$ cat src/rtl/serial_mem_server_if.sv
// -----------------------------------------------------------------------------
// serial_mem_server_if
// Narrow byte-serial bus between the CPU core (master) and the memory
// server (slave).
//   bus_pc            : CPU requests an instruction fetch
//   bus_mar           : CPU requests a data access
//   bus_mdr           : with bus_mar, 1 = store, 0 = load
//   halt              : CPU halted; server ignores new requests
//   out_bus           : CPU-to-server bytes (address, store data)
//   in_bus            : server-to-CPU bytes
//   ard_data_ready    : in_bus holds a valid byte this cycle
//   ard_receive_ready : server idle and accepting a request
// -----------------------------------------------------------------------------
interface serial_mem_server_if #(
   parameter int BUS_W = 8
);
   logic             bus_pc;
   logic             bus_mar;
   logic             bus_mdr;
   logic             halt;
   logic [BUS_W-1:0] out_bus;
   logic [BUS_W-1:0] in_bus;
   logic             ard_data_ready;
   logic             ard_receive_ready;

   modport master (
      output bus_pc, bus_mar, bus_mdr, halt, out_bus,
      input  in_bus, ard_data_ready, ard_receive_ready
   );

   modport slave (
      input  bus_pc, bus_mar, bus_mdr, halt, out_bus,
      output in_bus, ard_data_ready, ard_receive_ready
   );
endinterface

$ cat src/rtl/serial_mem_server.sv
// -----------------------------------------------------------------------------
// serial_mem_server
// Serves instruction fetches and data loads/stores for the CPU core over a
// byte-serial bus, from internal instruction and data memories.
//
// Ports:
//   clk, rst     : clock, synchronous active-low reset
//   sbus         : serial_mem_server_if.slave (request/handshake/byte bus)
//   prog_we/addr/data : host write port into instruction memory
//   dbg_addr/dbg_data : combinational data-memory debug read
//   fetch_count  : completed fetches, saturating at 16'hFFFF
//   addr_err     : (SERIAL_MEM_ADDR_CHK_EN only) one-cycle pulse when a
//                  completed address is outside the targeted memory
//
// Build option: define SERIAL_MEM_ADDR_CHK_EN to add out-of-range address
// checking; otherwise addresses wrap modulo the memory depth.
// -----------------------------------------------------------------------------
module serial_mem_server #(
   parameter int          DATA_W        = 16,
   parameter int          BUS_W         = 8,
   parameter int          IMEM_DEPTH    = 16,
   parameter int          DMEM_DEPTH    = 16,
   parameter logic [15:0] EXT_TYPE_MASK = 16'h0006
) (
   input  logic                          clk,
   input  logic                          rst,
   serial_mem_server_if.slave            sbus,
   input  logic                          prog_we,
   input  logic [$clog2(IMEM_DEPTH)-1:0] prog_addr,
   input  logic [DATA_W-1:0]             prog_data,
   input  logic [$clog2(DMEM_DEPTH)-1:0] dbg_addr,
   output logic [DATA_W-1:0]             dbg_data,
   output logic [15:0]                   fetch_count
`ifdef SERIAL_MEM_ADDR_CHK_EN
   ,output logic                         addr_err
`endif
);
   localparam int NB  = DATA_W / BUS_W;
   localparam int IAW = $clog2(IMEM_DEPTH);
   localparam int DAW = $clog2(DMEM_DEPTH);
   localparam int CW  = $clog2(2*NB + 1);

   localparam logic [2:0] S_IDLE  = 3'd0;
   localparam logic [2:0] S_ADDR  = 3'd1;
   localparam logic [2:0] S_SEND  = 3'd2;
   localparam logic [2:0] S_RECV  = 3'd3;
   localparam logic [2:0] S_WRITE = 3'd4;

   localparam logic [1:0] K_FETCH = 2'd0;
   localparam logic [1:0] K_LOAD  = 2'd1;
   localparam logic [1:0] K_STORE = 2'd2;

   logic [DATA_W-1:0]   r_imem [IMEM_DEPTH];
   logic [DATA_W-1:0]   r_dmem [DMEM_DEPTH];

   logic [2:0]          r_state;
   logic [1:0]          r_kind;
   logic [CW-1:0]       r_cnt;
   logic [CW-1:0]       r_total;
   logic [DATA_W-1:0]   r_addr;
   logic [2*DATA_W-1:0] r_shift;
   logic [DATA_W-1:0]   r_data;
   logic [BUS_W-1:0]    r_in_bus;
   logic                r_dv;
   logic                r_rdy;
   logic [15:0]         r_fcnt;
   logic                r_drop;
`ifdef SERIAL_MEM_ADDR_CHK_EN
   logic                r_err;
`endif

   logic                w_accept;
   logic [1:0]          w_req_kind;
   logic [1:0]          w_kind;
   logic [DATA_W-1:0]   w_addr_full;
   logic                w_addr_done;
   logic [IAW-1:0]      w_iidx;
   logic [IAW-1:0]      w_iidx_nx;
   logic [DAW-1:0]      w_didx;
   logic [DATA_W-1:0]   w_word;
   logic [DATA_W-1:0]   w_word_eff;
   logic [DATA_W-1:0]   w_ext_word;
   logic                w_ext;
   logic                w_ext_eff;
   logic                w_oor;
   logic [DATA_W-1:0]   w_data_nx;

   // Request acceptance: only when idle, advertising ready and not halted.
   // Fetch wins over data access.
   assign w_accept   = (r_state == S_IDLE) && r_rdy && !sbus.halt &&
                       (sbus.bus_pc || sbus.bus_mar);
   assign w_req_kind = sbus.bus_pc  ? K_FETCH :
                       sbus.bus_mdr ? K_STORE : K_LOAD;
   assign w_kind     = (r_state == S_IDLE) ? w_req_kind : r_kind;

   // Address assembled LSB first; the byte on out_bus this cycle is merged in
   // so the memory lookup can happen on the cycle the last byte arrives.
   always_comb begin
      w_addr_full = r_addr;
      if (r_state == S_IDLE)
         w_addr_full = DATA_W'(sbus.out_bus);
      else
         w_addr_full = r_addr | (DATA_W'(sbus.out_bus) << (BUS_W * r_cnt));
   end

   assign w_addr_done = (w_accept && (NB == 1)) ||
                        ((r_state == S_ADDR) && (r_cnt == CW'(NB - 1)));

   assign w_iidx     = w_addr_full[IAW-1:0];
   assign w_iidx_nx  = w_iidx + 1'b1;
   assign w_didx     = w_addr_full[DAW-1:0];
   assign w_word     = (w_kind == K_FETCH) ? r_imem[w_iidx] : r_dmem[w_didx];
   // Both words are latched together so a host write during SEND cannot
   // change what is already on its way out.
   assign w_ext_word = r_imem[w_iidx_nx];
   assign w_ext      = (w_kind == K_FETCH) && EXT_TYPE_MASK[w_word[3:0]];

`ifdef SERIAL_MEM_ADDR_CHK_EN
   localparam logic [DATA_W:0] IDEPTH_L = (DATA_W+1)'(IMEM_DEPTH);
   localparam logic [DATA_W:0] DDEPTH_L = (DATA_W+1)'(DMEM_DEPTH);
   assign w_oor = (w_kind == K_FETCH) ? ({1'b0, w_addr_full} >= IDEPTH_L)
                                      : ({1'b0, w_addr_full} >= DDEPTH_L);
`else
   assign w_oor = 1'b0;
`endif

   assign w_word_eff = w_oor ? '0 : w_word;
   assign w_ext_eff  = w_ext && !w_oor;
   assign w_data_nx  = (r_data >> BUS_W) |
                       (DATA_W'(sbus.out_bus) << (DATA_W - BUS_W));

   always_ff @(posedge clk) begin
      if (!rst) begin
         r_state  <= S_IDLE;
         r_cnt    <= '0;
         r_in_bus <= '0;
         r_dv     <= 1'b0;
         r_rdy    <= 1'b0;
         r_fcnt   <= '0;
         r_drop   <= 1'b0;
`ifdef SERIAL_MEM_ADDR_CHK_EN
         r_err    <= 1'b0;
`endif
      end else begin
`ifdef SERIAL_MEM_ADDR_CHK_EN
         r_err <= 1'b0;
`endif
         case (r_state)
            S_IDLE: begin
               r_rdy <= !sbus.halt;
               if (w_accept) begin
                  r_kind  <= w_req_kind;
                  r_addr  <= w_addr_full;
                  r_cnt   <= CW'(1);
                  r_rdy   <= 1'b0;
                  r_state <= S_ADDR;
               end
            end
            S_ADDR: begin
               r_addr <= w_addr_full;
               r_cnt  <= r_cnt + 1'b1;
            end
            S_SEND: begin
               // r_cnt counts bytes already presented on in_bus
               if (r_cnt == r_total) begin
                  r_dv    <= 1'b0;
                  r_rdy   <= !sbus.halt;
                  r_state <= S_IDLE;
                  if (r_kind == K_FETCH && r_fcnt != 16'hFFFF)
                     r_fcnt <= r_fcnt + 1'b1;
               end else begin
                  r_in_bus <= r_shift[BUS_W-1:0];
                  r_shift  <= r_shift >> BUS_W;
                  r_cnt    <= r_cnt + 1'b1;
               end
            end
            S_RECV: begin
               r_data <= w_data_nx;
               r_cnt  <= r_cnt + 1'b1;
               if (r_cnt == CW'(NB - 1))
                  r_state <= S_WRITE;
            end
            S_WRITE: begin
               r_rdy   <= !sbus.halt;
               r_state <= S_IDLE;
            end
            default: r_state <= S_IDLE;
         endcase

         // Address complete: latch the word(s) and present the first byte on
         // the very next cycle, or switch to receiving store data.
         if (w_addr_done) begin
            r_addr <= w_addr_full;
            r_drop <= w_oor;
`ifdef SERIAL_MEM_ADDR_CHK_EN
            r_err  <= w_oor;
`endif
            r_rdy  <= 1'b0;
            if (w_kind == K_STORE) begin
               r_cnt   <= '0;
               r_state <= S_RECV;
            end else begin
               r_in_bus <= w_word_eff[BUS_W-1:0];
               r_shift  <= {w_ext_word, w_word_eff} >> BUS_W;
               r_total  <= w_ext_eff ? CW'(2*NB) : CW'(NB);
               r_cnt    <= CW'(1);
               r_dv     <= 1'b1;
               r_state  <= S_SEND;
            end
         end
      end
   end

   // Gated by rst so a reset landing on the WRITE cycle aborts the store.
   always_ff @(posedge clk) begin
      if (rst && (r_state == S_WRITE) && !r_drop)
         r_dmem[r_addr[DAW-1:0]] <= r_data;
   end

   always_ff @(posedge clk) begin
      if (prog_we)
         r_imem[prog_addr] <= prog_data;
   end

   assign dbg_data               = r_dmem[dbg_addr];
   assign fetch_count            = r_fcnt;
   assign sbus.in_bus            = r_in_bus;
   assign sbus.ard_data_ready    = r_dv;
   assign sbus.ard_receive_ready = r_rdy;
`ifdef SERIAL_MEM_ADDR_CHK_EN
   assign addr_err               = r_err;
`endif

endmodule

$ cat src/flat_wrapper.sv
// flat-port wrapper written by rule: the top's interface ports become plain ports
module serial_mem_server_flat 
#(
   parameter int          DATA_W        = 16,
   parameter int          BUS_W         = 8,
   parameter int          IMEM_DEPTH    = 16,
   parameter int          DMEM_DEPTH    = 16,
   parameter logic [15:0] EXT_TYPE_MASK = 16'h0006
)
  (clk, rst, prog_we, prog_addr, prog_data, dbg_addr, dbg_data, fetch_count, sbus_bus_pc, sbus_bus_mar, sbus_bus_mdr, sbus_halt, sbus_out_bus, sbus_in_bus, sbus_ard_data_ready, sbus_ard_receive_ready);
  serial_mem_server_if #(.BUS_W(BUS_W)) sbus_i ();
  input  logic clk;
  input  logic rst;
  input  logic prog_we;
  input  logic [$clog2(IMEM_DEPTH)-1:0] prog_addr;
  input  logic [DATA_W-1:0] prog_data;
  input  logic [$clog2(DMEM_DEPTH)-1:0] dbg_addr;
  output logic [DATA_W-1:0] dbg_data;
  output logic [15:0] fetch_count;
  input wire logic [$bits(sbus_i.bus_pc)-1:0] sbus_bus_pc;
  input wire logic [$bits(sbus_i.bus_mar)-1:0] sbus_bus_mar;
  input wire logic [$bits(sbus_i.bus_mdr)-1:0] sbus_bus_mdr;
  input wire logic [$bits(sbus_i.halt)-1:0] sbus_halt;
  input wire logic [$bits(sbus_i.out_bus)-1:0] sbus_out_bus;
  output wire logic [$bits(sbus_i.in_bus)-1:0] sbus_in_bus;
  output wire logic [$bits(sbus_i.ard_data_ready)-1:0] sbus_ard_data_ready;
  output wire logic [$bits(sbus_i.ard_receive_ready)-1:0] sbus_ard_receive_ready;
  assign sbus_i.bus_pc = sbus_bus_pc;
  assign sbus_i.bus_mar = sbus_bus_mar;
  assign sbus_i.bus_mdr = sbus_bus_mdr;
  assign sbus_i.halt = sbus_halt;
  assign sbus_i.out_bus = sbus_out_bus;
  assign sbus_in_bus = sbus_i.in_bus;
  assign sbus_ard_data_ready = sbus_i.ard_data_ready;
  assign sbus_ard_receive_ready = sbus_i.ard_receive_ready;
  serial_mem_server #(.DATA_W(DATA_W), .BUS_W(BUS_W), .IMEM_DEPTH(IMEM_DEPTH), .DMEM_DEPTH(DMEM_DEPTH), .EXT_TYPE_MASK(EXT_TYPE_MASK)) u_core (.clk(clk), .rst(rst), .sbus(sbus_i), .prog_we(prog_we), .prog_addr(prog_addr), .prog_data(prog_data), .dbg_addr(dbg_addr), .dbg_data(dbg_data), .fetch_count(fetch_count));
endmodule
$ cat config.mk
export PLATFORM = sky130hd
export DESIGN_NAME = serial_mem_server_flat
export DESIGN_NICKNAME = d
export VERILOG_FILES = /design/src/rtl/serial_mem_server_if.sv /design/src/rtl/serial_mem_server.sv /design/src/flat_wrapper.sv
export SDC_FILE = /design/constraint.sdc
export NUM_CORES = 1
export LEC_CHECK = 0
export BUFFER_PORTS_ARGS = -buffer_cell sky130_fd_sc_hd__buf_4
export CORE_MARGIN = 2
export CORE_UTILIZATION = 35
export CTS_CLUSTER_DIAMETER = 100
export CTS_CLUSTER_SIZE = 10
export DETAILED_ROUTE_END_ITERATION = 8
export MAX_ROUTING_LAYER = met4
export PLACE_DENSITY_LB_ADDON = 0.3
export SLEW_MARGIN = 20
export SYNTH_ARGS = -nofsm -noshare
export SYNTH_HDL_FRONTEND = slang
export SYNTH_SLANG_ARGS = --single-unit
$ cat constraint.sdc
create_clock -name clk -period 12.8 [get_ports clk]
set_input_delay 0 -clock clk [delete_from_list [all_inputs] [get_ports clk]]
set_output_delay 0 -clock clk [all_outputs]
set_load 0.01 [all_outputs]
==> results of run 1 <==
==> worst register-to-register path: stages, from the launching register on <==
cell and delay [ns]:
dfxtp_1 0.45, or3_1 0.62, a211oi_4 0.30, buf_4 0.61
buf_4 0.62, buf_4 0.88, mux2_2 0.49, a221oi_1 0.40
o21ai_0 0.14, and3_1 0.26, a211oi_1 0.22, a21oi_1 0.06
==> sequential cells by signal, summed over array words and instances (netlist names) <==
signal,count
u_core.r_cnt,3
u_core.r_imem,256
u_core.fetch_count,16
u_core.r_state,3
u_core.sbus.ard_data_ready,1
u_core.r_kind,2
u_core.r_shift,32
u_core.sbus.ard_receive_ready,1
u_core.r_addr,4
u_core.r_data,16
u_core.sbus.in_bus,8
u_core.r_total,2
u_core.r_dmem,256
==> power groups by stage <==
stage	Sequential [mW]	Clock [mW]	Combinational, mW
2_1_floorplan	2.21	0	0.403
3_3_place_gp	2.22	0	0.590
3_5_place_dp	2.22	0	0.596
4_1_cts	2.18	1.84	0.606
5_1_grt	2.18	1.91	0.644
6_report	2.18	1.81	0.606
==> worst max-delay path by stage <==
stage | start | endpoint | slack [ns] | cells after the start
floorplan | u_core.r_state[0] | u_core.r_shift[10] | 8.61 | 16
global placement | u_core.r_state[2] | u_core.r_shift[1] | 7.63 | 11
detailed placement | u_core.r_state[0] | u_core.r_shift[7] | 7.53 | 11
CTS | u_core.r_state[0] | u_core.r_shift[7] | 7.53 | 11
global route | u_core.r_state[0] | u_core.r_total[1] | 7.19 | 11
finish | u_core.r_state[0] | u_core.r_shift[7] | 7.49 | 11
==> per-stage QoR <==
| step | area [µm²] | power (mW) | hold WS, ns |
|---|---|---|---|
| 4_1_cts | 32300 | 4.62 | 0.00891 |
| 2_1_floorplan | 28200 | 2.61 | 0.0989 |
| 3_5_place_dp | 30000 | 2.81 | 0.179 |
| 6_report | 32300 | 4.59 | 0.0316 |
| 5_1_grt | 32300 | 4.73 | 0.0327 |
| 3_3_place_gp | 30000 | 2.81 | 0.178 |
==> kinds of logic after synthesis <==
| family | Yosys count |
|---|---|
| mux | 267 |
| xor+xnor | 15 |
| fa+ha+maj | 4 |
| buf+inv | 161 |
| flops | 600 |
| compound gates | 298 |
| simple gates | 631 |
==> layer usage <==
layer / wire length (µm) / GRT usage / up-vias / part of all wire
met1: 35000 / 0.279 / 9614 / 0.40
met3: 7260 / 0.0370 / 205 / 0.084
met5: 0 / - / - / 0
li1: - / - / 7913 / -
met4: 3530 / 0.0876 / 0 / 0.041
met2: 40900 / 0.335 / 1009 / 0.47
==> synthesized netlist by cell type (all sizes together), types with 6 or more instances <==
cell / count / area share
a311oi: 24 / 0.0075
xor2: 7 / 0.0022
buf: 77 / 0.014
or3: 8 / 0.0018
o22ai: 13 / 0.0029
and3: 40 / 0.0089
a221oi: 22 / 0.0073
o211ai: 6 / 0.0016
xnor2: 8 / 0.0028
a32oi: 11 / 0.0034
nand4: 6 / 0.0013
mux4: 161 / 0.13
a22oi: 9 / 0.0024
dfxtp: 32 / 0.023
clkbuf: 71 / 0.0095
mux2: 32 / 0.013
a21oi: 97 / 0.017
a211oi: 6 / 0.0020
nor2: 71 / 0.0095
inv: 13 / 0.0017
a311o: 16 / 0.0057
nor3: 35 / 0.0062
nand3: 88 / 0.016
nand2b: 6 / 0.0013
edfxtp: 568 / 0.61
nand2: 354 / 0.047
a22o: 24 / 0.0075
mux2i: 74 / 0.026
o21ai: 46 / 0.0082
==> layout make-up <==
class                   count  share of cell area
well taps                1060              0.0411
inverters                  13             0.00174
clock buffers              95              0.0598
multi-input cells        1215               0.309
repair buffers            157              0.0394
flip-flops and latches    600               0.548
clock inverters             5             0.00147
diodes                      1           0.0000775
==> reports/qor.txt, run 1 <==
Status -> finished clean
Sequential Power Share -> 0.474
Maxcap violations -> 0
Ys async rst share -> 0
Main combinational cell family by area after synthesis -> multiplexers
Htree depth -> 3
Worst R2R Start -> u_core.r_state[0]
Synth Area in Adders -> 0.00178
Total negative slack -> 0 ns
Gr usage total -> 0.215
Peak Freq -> 188 MHz
Reg2Reg Depth -> 11
Mean Syn Cell Area -> 14.3 µm²
Synth Flop Type -> edfxtp_1
XOR/XNOR Fraction of Synth Area -> 0.00493
Final Hold Fails -> 0
# resized after CTS -> 0
Worst R2R End -> u_core.r_shift[7]
Number of synthesized flops with an enable pin -> 568
Most common cell after layout, fill and taps aside -> edfxtp_1
Warnings from Yosys -> 0
Clock power share -> 0.394
Hold Crit Depth -> 3
Final WL -> 86600 µm
Worst path max stage delay -> 0.85 ns
IO Count -> 81
Multi-input gate area -> 9970 µm²
Longest Clk Path Bufs -> 3
Switch Pwr -> 1.15 mW
FF/Latch Area -> 17700 µm²
Int Power -> 3.45 mW
Sequential fraction of the synthesis area -> 0.628
Pin count of the biggest net entering global routing -> 139
Max Slew Vio Count -> 0
Inst Count DP -> 3015
Leakage power -> 10.9 nW
Share of cells above drive strength 1 -> 0.216
Max-slew headroom -> 0.245
Slowest CP cell -> buf_4
CP max FO -> 63
Fillers -> 7202
Compound-Gate Fraction of Synth Area -> 0.0732
Core Region -> 80000 µm²
Critical path data arrival time -> 5.66 ns
Die footprint -> 82700 µm²
Reg-to-reg slack, setup -> 7.49 ns
Reg clk slew, reported paths -> 0.06 ns
Non-filler instance count after layout -> 3146
Global route overflow -> 0
Crit path buffers/inverters -> 3
Tcrit/Tclk final -> 0.415
Commonest cells after routing, fill and taps aside -> 568 x edfxtp_1, 354 x nand2_1, 161 x mux4_2
Total CTS buffers -> 70
Comb power frac -> 0.132
Vias per cell -> 5.96
ANT nets after route -> 0
Sink Count -> 600
Detailed Route Iter0 Violations -> 1971
Root Buffer -> clkbuf_16
Post-Synth Simple-Gate Area -> 0.0983
Post-DR wirelength/cell -> 27.5 µm
Post-Syn Instances -> 1976
First-pass GRT wire length -> 126000 µm
CTS tree -> yes
Top delay family on crit path -> buffers and inverters
Data required, critical path -> 13.15 ns
Post-synthesis cell area -> 28200 µm²
Setup crit start kind -> flip-flop
Vias in the first global route -> 18500
Worst-path cell chain -> or3_1, a211oi_4, buf_4, buf_4, buf_4, mux2_2, a221oi_1, o21ai_0, and3_1, a211oi_1, a21oi_1
Unrepaired setup endpoints after global routing -> no
Max VDD drop -> 81.8 µV
DRC viols -> 0
Pre-CTS setup slack -> 7.53 ns
Worst Setup End Kind -> flip-flop
Routability-driven placement congestion ratio -> 0.839
Hold Crit Class -> input port to flip-flop
Post-DP HPWL -> 48900 µm
DR vias -> 18700
Distinct cells, synth -> 66
Post-CTS Setup Inserts -> 0
Critical path type -> flip-flop to flip-flop
Port buffer count -> 80
Fin crit period -> 5.31 ns
Net count after synthesis -> 2019
Row count -> 104
Synth-to-Final Area Change -> 14.7%
Cell area power density -> 142 nW/µm²
Hold Path Origin -> prog_addr[0]
Yosys reg bits -> 600
Worst clock skew -> 0.0330 ns
# setup viols final -> 0
Initial antenna violation count -> 1
CP most frequent cell -> buf_4
Later-pin clock latency in the skew report -> 0.61 ns
WHS Endpoint -> u_core.r_imem[0][2]
Fraction of synthesized area in multiplexers -> 0.168
Final #Nets -> 2100
Switching share of power -> 0.249
Initial Util -> 0.352
Hold-fix buffers, CTS -> 30
First drt pass iteration count -> 5
Setup slack after layout -> 7.49 ns
Die extent in y -> 288 µm
Die Wd -> 288 µm
Transition time of the tightest slew-check pin -> 1.13 ns
Final Util -> 0.404
Note: power is estimated with default switching activity, not from simulation.
==> run 2: changes to the inputs <==
- clock period: 12.8 -> 4.6 ns (I/O delays scaled with it)
==> reports/qor.txt, run 2 (synthesis gave the netlist of run 1 again) <==
CTS tree -> yes
Global route overflow -> 0 (unchanged)
Leakage power -> 10.9 nW (+0.34%)
Reg clk slew, reported paths -> 0.06 ns (about the same)
Later-pin clock latency in the skew report -> 0.61 ns (about the same)
Max-slew headroom -> 0.251 (+0.00630)
Initial Util -> 0.352 (unchanged)
Initial antenna violation count -> 3 (+2)
Synth-to-Final Area Change -> 14.9%
Total CTS buffers -> 69 (-1.4%)
Setup slack after layout -> 0.470 ns (-7.02 ns)
CP max FO -> 44 (-30%)
Pre-CTS setup slack -> 0.549 ns (-6.98 ns)
Int Power -> 9.50 mW (+180%)
Detail Route met3 WL -> 6690 µm (-7.8%)
Maxcap violations -> 0 (unchanged)
Transition time of the tightest slew-check pin -> 1.12 ns (-0.00945 ns)
Status -> finished with violations
Total negative slack -> 0 ns (unchanged)
Die extent in y -> 288 µm (unchanged)
Share of cells above drive strength 1 -> 0.218 (+0.00204)
Hold Crit Class -> input port to flip-flop
Comb power frac -> 0.134 (+0.002)
Htree depth -> 3 (unchanged)
Sequential Power Share -> 0.480 (+0.006)
Final Hold Fails -> 0 (unchanged)
WL met2 -> 41100 µm (+0.49%)
Die Wd -> 288 µm (unchanged)
Post-DR wirelength/cell -> 27.2 µm (-1.2%)
First drt pass iteration count -> 8 (+3)
Worst clock skew -> 0.0261 ns (-0.00689 ns)
Critical path data arrival time -> 4.47 ns (-1.19 ns)
Pin count of the biggest net entering global routing -> 103 (-26%)
Sink Count -> 600 (unchanged)
Wire length on met1 -> 35100 µm (+0.25%)
Data required, critical path -> 4.94 ns (-8.21 ns)
Die footprint -> 82700 µm² (unchanged)
Switch Pwr -> 3.14 mW (+170%)
Final WL -> 85800 µm (-0.97%)
Longest Clk Path Bufs -> 3 (unchanged)
Critical path type -> flip-flop to flip-flop
Root Buffer -> clkbuf_16
DRC viols -> 1 (+1)
Fin crit period -> 4.13 ns (-1.18 ns)
IO Count -> 81 (unchanged)
Detailed Route Iter0 Violations -> 2076 (+5.3%)
Worst Setup End Kind -> flip-flop
Hold Crit Depth -> 2 (-1)
Tcrit/Tclk final -> 0.898 (+0.483)
Max VDD drop -> 232 µV (+180%)
DR vias -> 18800 (+0.12%)
Core Region -> 80000 µm² (unchanged)
ANT nets after route -> 0 (unchanged)
Post-CTS Setup Inserts -> 0 (unchanged)
Switching share of power -> 0.248 (-0.00110)
Final #Nets -> 2112 (+0.57%)
Clock power share -> 0.386 (-0.008)
Tot Pwr -> 12.6 mW (+180%)
Max Slew Vio Count -> 0 (unchanged)
Post-DP HPWL -> 50400 µm (+3.0%)
Vias in the first global route -> 18600 (+0.40%)
Placed cell area -> 30100 µm² (+0.41%)
First-pass GRT wire length -> 124000 µm (-1.4%)
Cell area power density -> 390 nW/µm² (+170%)
Unrepaired setup endpoints after global routing -> no
Reg2Reg Depth -> 9 (-2)
Final Util -> 0.404 (+0.000719)
Routability-driven placement congestion ratio -> 0.848 (+1.0%)
Top layer in use -> met4
Commonest cells after routing, fill and taps aside -> 568 x edfxtp_1, 354 x nand2_1, 161 x mux4_2
Setup crit start kind -> flip-flop
Gr usage total -> 0.211 (-0.00334)
Peak Freq -> 242 MHz (+29%)
Vias per cell -> 5.95 (-0.16%)
Row count -> 104 (unchanged)
Port buffer count -> 80 (unchanged)
Failing checks -> design-rule violations
Most common cell after layout, fill and taps aside -> edfxtp_1
# setup viols final -> 0 (unchanged)
Design area -> 32400 µm² (+0.18%)
run 2: changes by cell type in the layout (fill, tap and decap cells not counted), sizes merged:
cell	previous run	this run
inv	16	18
clkinv	2	0
dlygate4sd3	30	33
diode	1	2
clkbuf	95	90
buf	127	137
run 2: routing by layer:
layer | track usage | vias up
met3 | 0.0271 | 182
li1 | - | 7944
met4 | 0.0802 | 0
met2 | 0.336 | 934
met5 | - | -
met1 | 0.278 | 9704
run 2: timing repair:
item / 4_1_cts / 5_1_grt
hold endpoints to repair: 287 / 0
resized for setup: 0 / 0
hold buffers: 33 / 0
run 2: metrics by stage:
| step | hold WS [ns] | std cells |
|---|---|---|
| global route | 0.101 | 3155 |
| global placement | 0.178 | 3025 |
| finish | 0.109 | 3155 |
| detailed placement | 0.179 | 3025 |
| floorplan | 0.0989 | 1976 |
| CTS | 0.0832 | 3153 |
run 2: layout make-up:
cell class	instances	area, µm²
Antenna cell	2	5.00
Clock buffer	90	1850
Clock inverter	5	43.8
Fill cell	7191	47700
Inverter	13	56.3
Multi-Input combinational cell	1215	9940
Sequential cell	600	17700
Tap cell	1060	1330
Timing Repair Buffer	170	1450
run 2: power by group through the flow:
stage          Clock [mW]  Combinational (mW)  Sequential [mW]
2_1_floorplan           0                1.12             6.15
3_3_place_gp            0                1.64             6.18
3_5_place_dp            0                1.66             6.18
4_1_cts              4.97                1.69             6.07
5_1_grt              5.16                1.80             6.07
6_report             4.88                1.69             6.07
run 2: critical path, stage by stage, from the launching register on:
cell and delay, ns:
dfxtp_1 0.46, or3_1 0.62, a211oi_4 0.60, buf_4 0.60
mux2_2 0.41, a221oi_1 0.37, a22oi_1 0.14, and3_1 0.26
a211oi_1 0.28, a21oi_1 0.07
run 2: final timing paths:
kind / start / endpoint / slack (ns)
setup / recovery: u_core.r_state[0] / u_core.r_shift[5] / 0.47
hold / removal: sbus_out_bus[5] / u_core.r_data[13] / 0.11
setup reg to reg: u_core.r_state[0] / u_core.r_shift[5] / 0.47
hold reg to reg: u_core.sbus.ard_data_ready / u_core.sbus.ard_data_ready / 0.48
